### config.mk
export PLATFORM = sky130hd
export DESIGN_NAME = pll_reset_seq
export DESIGN_NICKNAME = d
export VERILOG_FILES = /design/src/rtl/pll_reset_pkg.sv /design/src/rtl/ce_div.sv /design/src/rtl/pll_reset_seq.sv
export SDC_FILE = /design/constraint.sdc
export NUM_CORES = 1
export LEC_CHECK = 0
export CORE_AREA = 2 2 59 61
export CTS_CLUSTER_DIAMETER = 80
export DETAILED_ROUTE_END_ITERATION = 8
export DIE_AREA = 0 0 61 63
export PLACE_DENSITY = 0.73
export SETUP_SLACK_MARGIN = 0.15
export SYNTH_ARGS = -nofsm -noshare
export SYNTH_HDL_FRONTEND = slang
export SYNTH_SLANG_ARGS = --single-unit
### constraint.sdc
create_clock -name clk -period 2 [get_ports clk]
set_input_delay 0.4 -clock clk [delete_from_list [all_inputs] [get_ports clk]]
set_output_delay 0.4 -clock clk [all_outputs]
set_load 0.005 [all_outputs]
### src/rtl/pll_reset_pkg.sv
// Shared types and default constants for the PLL reset sequencer.
package pll_reset_pkg;

    localparam int DEF_LOCK_STABLE_CYCLES = 1024;
    localparam int DEF_STAGE_GAP          = 16;
    localparam int DEF_CE_VDC_DIV         = 4;
    localparam int DEF_CE_CPU_DIV         = 6;
    localparam int LOSS_CNT_W             = 8;

    typedef enum logic [2:0] {
        WAIT_LOCK  = 3'd0,
        STABLE     = 3'd1,
        REL_PERIPH = 3'd2,
        REL_CORE   = 3'd3,
        RUN        = 3'd4
    } pll_state_e;

endpackage

### src/rtl/ce_div.sv
// Clock-enable divider: emits a one-cycle pulse every DIV cycles while run=1.
// The counter is held at zero outside run so every RUN entry starts phase-aligned.
module ce_div #(
    parameter int DIV = 4
) (
    input  logic clk,
    input  logic rst,
    input  logic run,
    output logic ce
);

    localparam int              CW   = $clog2(DIV + 1);
    localparam logic [CW-1:0]   LAST = CW'(DIV - 1);

    logic [CW-1:0] cnt_q;
    logic [CW-1:0] cnt_d;

    // Next count: hold zero outside run, wrap at DIV-1 inside run.
    always_comb begin
        cnt_d = cnt_q;
        if (!run) begin
            cnt_d = '0;
        end else if (cnt_q == LAST) begin
            cnt_d = '0;
        end else begin
            cnt_d = cnt_q + CW'(1);
        end
    end

    // Counter register with synchronous reset.
    always_ff @(posedge clk) begin
        if (rst) begin
            cnt_q <= '0;
        end else begin
            cnt_q <= cnt_d;
        end
    end

    assign ce = run && (cnt_q == LAST);

endmodule

### src/rtl/pll_reset_seq.sv
// PLL lock-qualified staged reset release with clock-enable generation.
// Optional lock-loss counter output enabled by defining PLL_RESET_LOSS_CNT_EN.
//
//   state      | meaning
//   WAIT_LOCK  | waiting for synchronized lock
//   STABLE     | counting consecutive lock cycles
//   REL_PERIPH | peripherals out of reset, core held
//   REL_CORE   | core out of reset, waiting final gap
//   RUN        | everything released, enables running
module pll_reset_seq
    import pll_reset_pkg::*;
#(
    parameter int LOCK_STABLE_CYCLES = DEF_LOCK_STABLE_CYCLES,
    parameter int STAGE_GAP          = DEF_STAGE_GAP,
    parameter int CE_VDC_DIV         = DEF_CE_VDC_DIV,
    parameter int CE_CPU_DIV         = DEF_CE_CPU_DIV
) (
    input  logic clk,
    input  logic rst,
    input  logic pll_locked,
    output logic periph_rst,
    output logic core_rst,
    output logic ce_vdc,
    output logic ce_cpu,
    output logic ready
`ifdef PLL_RESET_LOSS_CNT_EN
    ,
    output logic [LOSS_CNT_W-1:0] lock_loss_cnt
`endif
);

    localparam int                STABLE_W  = $clog2(LOCK_STABLE_CYCLES + 1);
    localparam int                GAP_W     = $clog2(STAGE_GAP + 1);
    localparam logic [STABLE_W-1:0] STABLE_TC = STABLE_W'(LOCK_STABLE_CYCLES);
    localparam logic [GAP_W-1:0]    GAP_TC    = GAP_W'(STAGE_GAP);

    pll_state_e          state_q, state_d;
    logic [STABLE_W-1:0] stable_cnt_q, stable_cnt_d;
    logic [GAP_W-1:0]    gap_cnt_q, gap_cnt_d;
    logic                lock_meta_q, lock_meta_d;
    logic                lock_s_q, lock_s_d;
    logic [STABLE_W-1:0] stable_inc;
    logic [GAP_W-1:0]    gap_inc;
    logic                run;

    assign stable_inc = stable_cnt_q + STABLE_W'(1);
    assign gap_inc    = gap_cnt_q + GAP_W'(1);

    // Next-state and stage counters; loss of lock overrides every transition.
    always_comb begin
        state_d      = state_q;
        stable_cnt_d = stable_cnt_q;
        gap_cnt_d    = gap_cnt_q;
        lock_meta_d  = pll_locked;
        lock_s_d     = lock_meta_q;
        case (state_q)
            WAIT_LOCK: begin
                stable_cnt_d = '0;
                gap_cnt_d    = '0;
                if (lock_s_q) begin
                    state_d = STABLE;
                end
            end
            STABLE: begin
                if (stable_inc == STABLE_TC) begin
                    state_d   = REL_PERIPH;
                    gap_cnt_d = '0;
                end else begin
                    stable_cnt_d = stable_inc;
                end
            end
            REL_PERIPH: begin
                if (gap_inc == GAP_TC) begin
                    state_d   = REL_CORE;
                    gap_cnt_d = '0;
                end else begin
                    gap_cnt_d = gap_inc;
                end
            end
            REL_CORE: begin
                if (gap_inc == GAP_TC) begin
                    state_d   = RUN;
                    gap_cnt_d = '0;
                end else begin
                    gap_cnt_d = gap_inc;
                end
            end
            RUN: begin
                state_d = RUN;
            end
            default: begin
                state_d = WAIT_LOCK;
            end
        endcase
        if ((state_q != WAIT_LOCK) && !lock_s_q) begin
            state_d      = WAIT_LOCK;
            stable_cnt_d = '0;
            gap_cnt_d    = '0;
        end
    end

    // State, counters and lock synchronizer registers.
    always_ff @(posedge clk) begin
        if (rst) begin
            state_q      <= WAIT_LOCK;
            stable_cnt_q <= '0;
            gap_cnt_q    <= '0;
            lock_meta_q  <= 1'b0;
            lock_s_q     <= 1'b0;
        end else begin
            state_q      <= state_d;
            stable_cnt_q <= stable_cnt_d;
            gap_cnt_q    <= gap_cnt_d;
            lock_meta_q  <= lock_meta_d;
            lock_s_q     <= lock_s_d;
        end
    end

`ifdef PLL_RESET_LOSS_CNT_EN
    logic [LOSS_CNT_W-1:0] loss_cnt_q, loss_cnt_d;

    // Count lock drops that knock the sequencer out of RUN, saturating.
    always_comb begin
        loss_cnt_d = loss_cnt_q;
        if ((state_q == RUN) && !lock_s_q && (loss_cnt_q != '1)) begin
            loss_cnt_d = loss_cnt_q + LOSS_CNT_W'(1);
        end
    end

    // Loss counter register; only rst clears it.
    always_ff @(posedge clk) begin
        if (rst) begin
            loss_cnt_q <= '0;
        end else begin
            loss_cnt_q <= loss_cnt_d;
        end
    end

    assign lock_loss_cnt = loss_cnt_q;
`endif

    assign run        = (state_q == RUN);
    assign ready      = run;
    assign periph_rst = !((state_q == REL_PERIPH) || (state_q == REL_CORE) || (state_q == RUN));
    assign core_rst   = !((state_q == REL_CORE) || (state_q == RUN));

    ce_div #(.DIV(CE_VDC_DIV)) u_ce_vdc (
        .clk (clk),
        .rst (rst),
        .run (run),
        .ce  (ce_vdc)
    );

    ce_div #(.DIV(CE_CPU_DIV)) u_ce_cpu (
        .clk (clk),
        .rst (rst),
        .run (run),
        .ce  (ce_cpu)
    );

endmodule

==> flow_metrics.env <==
export IMPL_final_util_pct=63.76
export IMPL_nNetsFinal=238
export IMPL_die_y_um=63
export IMPL_critPathLaunch="stable_cnt_q[1]"
export IMPL_vias_per_cell=5.912
export IMPL_async_flop_share_pct=0
export IMPL_reg2reg_to="stable_cnt_q[6]"
export IMPL_grt_overflow=0
export IMPL_setup_tns_ps=-1855
export IMPL_cp_endpoint="stable_cnt_q[6]"
export IMPL_synth_area_leaders="dfxtp_1, nor2_1, ha_1"
export IMPL_syn_area_mm2=0.001524
export IMPL_ys_types=49
export IMPL_layout_min_cycle_time_ps=2142
export IMPL_core_area_mm2=0.003232
export IMPL_antenna_found_initial=0
export IMPL_cts_sinks=27
export IMPL_initial_core_util_pct=47.15
export IMPL_ant_nets=0
export IMPL_post_route_period_util_pct=107.1
export IMPL_maxCapViolCount=0
export IMPL_r2r_start="stable_cnt_q[1]"
export IMPL_peakVddDrop_v=0.0003056
export IMPL_outcome="finished with violations"
export IMPL_hold_class="flop to flop"
export IMPL_dr_first_iter_drc_count=61
export IMPL_avgSynthCellArea_um2=7.979
export IMPL_worst_pin_slew_ps=686.9
export IMPL_critical_path_required_ps=2260
export IMPL_multi_input_area_mm2=0.001057
export IMPL_maxSlewHeadroom_pct=53.72
export IMPL_grt_max_degree=19
export IMPL_cts_hold_buf=0
export IMPL_critPathArrivalTime_ps=2400
export IMPL_ys_seq_elements=27
export IMPL_end_kind="flop"
export IMPL_syn_to_final_growth_pct=35.22
export IMPL_final_seq_area_um2=551.8
export IMPL_design_area_mm2=0.002061
export IMPL_antennaDiodeCount=0
export IMPL_syn_inst=191
export IMPL_setup_violations_final=18
export IMPL_switching_share_pct=23.35
export IMPL_power_density_mw_per_mm2=401.5
export IMPL_dieArea_mm2=0.003843
export IMPL_clkTransAtPathRegs_ps=160
export IMPL_failed_checks="setup timing"
export IMPL_ff2ff_setup_slack_ps=-140
export IMPL_syn_num_nets=200
export IMPL_critPathKind="flop to flop"
export IMPL_worst_slack_ps=-141.7
export IMPL_grt_use_total_pct=23.66
export IMPL_finalMaxSlewViolations=0
export IMPL_io_pins=8
export IMPL_wl_per_cell_um=15.72
export IMPL_seq_power_share_pct=65.4
export IMPL_p_clk_share_pct=29.9
export IMPL_yosysSeqAreaShare_pct=35.47
export IMPL_p_comb_share_pct=4.6
export IMPL_tritoncts="done"
export IMPL_finalHoldViolations=0
export IMPL_switchingPower_mw=0.1932
export IMPL_p_leak_nw=0.7434
export IMPL_critPathLaunchType="flop"
export IMPL_yosysTopAreaCell="dfxtp_1"
export IMPL_wirelength_um=4307
export IMPL_io_buffer_count=7
export IMPL_clockBufferDepth=2
export IMPL_drive_gt1_share_pct=35.96
export IMPL_worst_path_max_fanout=6
export IMPL_grt_pass1_wl_um=6996
export IMPL_dp_hpwl_um=2707
export IMPL_p_int_mw=0.6342
export IMPL_synth_edff_count=0
export IMPL_max_freq_mhz=466.9
export IMPL_rows=21
export IMPL_insertion_delay_ps=330
export IMPL_root_buffer="clkbuf_4"
export IMPL_drcViolationCount=0
export IMPL_placed_cell_area_mm2=0.001798
export IMPL_cts_buffers=3
export IMPL_grt_pass1_vias=1597
export IMPL_yosysTopAreaCellShare_pct=35.47
export IMPL_nFillCells=259
export IMPL_finClkSkew_ps=10.24
export IMPL_gp_congestion=0.8836
export IMPL_reg2regPathDepth=8
export IMPL_rsz0062_at_grt="true"
export IMPL_yosysWarnings=0
export IMPL_first_pass_iters=4
export IMPL_vias=1620
export IMPL_synth_ff_type="dfxtp_1"
export IMPL_cts_htree_levels=1
export IMPL_die_x_um=61
## power groups by stage
stage                     sequential [mW]  combinational, mW  clock, mW
final                               0.541             0.0382      0.248
after global placement              0.553             0.0331          0
after floorplan                     0.553             0.0161          0
after detailed placement            0.553             0.0339          0
after global routing                0.542             0.0406      0.279
after CTS                           0.541             0.0351      0.248
## Yosys cell counts, types with 3 or more instances
library cell,number
buf_2,3
ha_1,6
a211oi_1,4
and4_1,4
and3_1,3
clkbuf_1,5
nand2_1,13
nand3_1,13
a31oi_1,4
nor2b_1,4
nor2_1,22
o21ai_0,6
dfxtp_1,27
a21oi_1,13
nor3_1,9
nand4_1,4
inv_1,9
o211ai_1,3
## worst min-delay path by stage
stage | from | endpoint | slack (ps) | depth (start not counted)
3_5_place_dp | u_ce_vdc.cnt_q[0] | u_ce_vdc.cnt_q[0] | 410 | 1
4_1_cts | u_ce_vdc.cnt_q[0] | u_ce_vdc.cnt_q[0] | 430 | 1
2_1_floorplan | u_ce_vdc.cnt_q[0] | u_ce_vdc.cnt_q[0] | 400 | 1
5_1_grt | u_ce_vdc.cnt_q[0] | u_ce_vdc.cnt_q[0] | 460 | 1
6_report | u_ce_vdc.cnt_q[0] | u_ce_vdc.cnt_q[0] | 430 | 1
3_3_place_gp | u_ce_vdc.cnt_q[0] | u_ce_vdc.cnt_q[0] | 410 | 1
## critical path, cell delays in order (launching register included)
cell and delay [ps]:
dfxtp_4 390, ha_4 160, and4_1 160, or4b_4 510, a21oi_4 180, buf_6 120, o2111ai_4 190, buf_6 200
a211oi_2 170
## through the flow
| step | cells | total power [mW] | worst slack (ps) | hold slack (ps) |
|---|---|---|---|---|
| 6_report | 274 | 0.8274 | -141.7 | 429.2 |
| 3_3_place_gp | 257 | 0.5858 | -63.26 | 407.6 |
| 5_1_grt | 274 | 0.8617 | -224.0 | 459.8 |
| 3_5_place_dp | 257 | 0.5867 | -114.6 | 413.7 |
| 2_1_floorplan | 191 | 0.5686 | 10.84 | 399.1 |
| 4_1_cts | 270 | 0.8245 | -94.53 | 433.4 |
## flip-flops by register name, summed over array words and instances (netlist names)
signal          flops
stable_cnt_q       11
gap_cnt_q           5
state_q             3
u_ce_cpu.cnt_q      3
u_ce_vdc.cnt_q      3
lock_meta_q         1
lock_s_q            1
## placed cells by master, fill, tap and decap left out, types with 4 or more instances in the layout
cell | netlist | layout
a211oi_2 | 1 | 5
a21oi_1 | 13 | 10
a31oi_1 | 4 | 4
buf_4 | 0 | 29
buf_6 | 0 | 5
dfxtp_1 | 27 | 20
dfxtp_2 | 0 | 6
ha_1 | 6 | 5
inv_1 | 9 | 8
nand2_1 | 13 | 12
nand3_1 | 13 | 13
nand4_1 | 4 | 4
nor2_1 | 22 | 20
nor2b_1 | 4 | 4
nor3_1 | 9 | 7
o21ai_0 | 6 | 6
## per-layer routing
metal	share of wire (%)	vias to the layer above	routed length, µm	track usage, %
met2	52	69	2234	39.65
li1	-	780	-	-
met1	40	754	1712	28.22
met5	0	-	0	0
met3	5.3	17	228	3.313
met4	3.0	0	131	12.50
## kinds of logic after synthesis
family / synth area share [%]
muxes: 2.053
xor gates and xnor gates: 1.150
buffers and inverters: 4.926
adders and majority gates: 4.926
and+or+nand+nor: 30.21
DFF: 35.47
AOI/OAI and AO/OA: 21.26
## cell type report
cell class,instances,share of cell area (%)
flip-flops and latches,27,26.78
inverters,11,2.125
well taps,46,2.793
repair buffers,41,15.73
clock buffers,4,1.275
multi-input cells,145,51.31
## what timing repair did
action | in CTS | in global routing
endpoints found under the setup margin | 23 | 23
resized for setup | 41 | 15
setup buffers | 9 | 4
pin swaps | 18 | 12
Note: power is estimated with default switching activity, not from simulation.
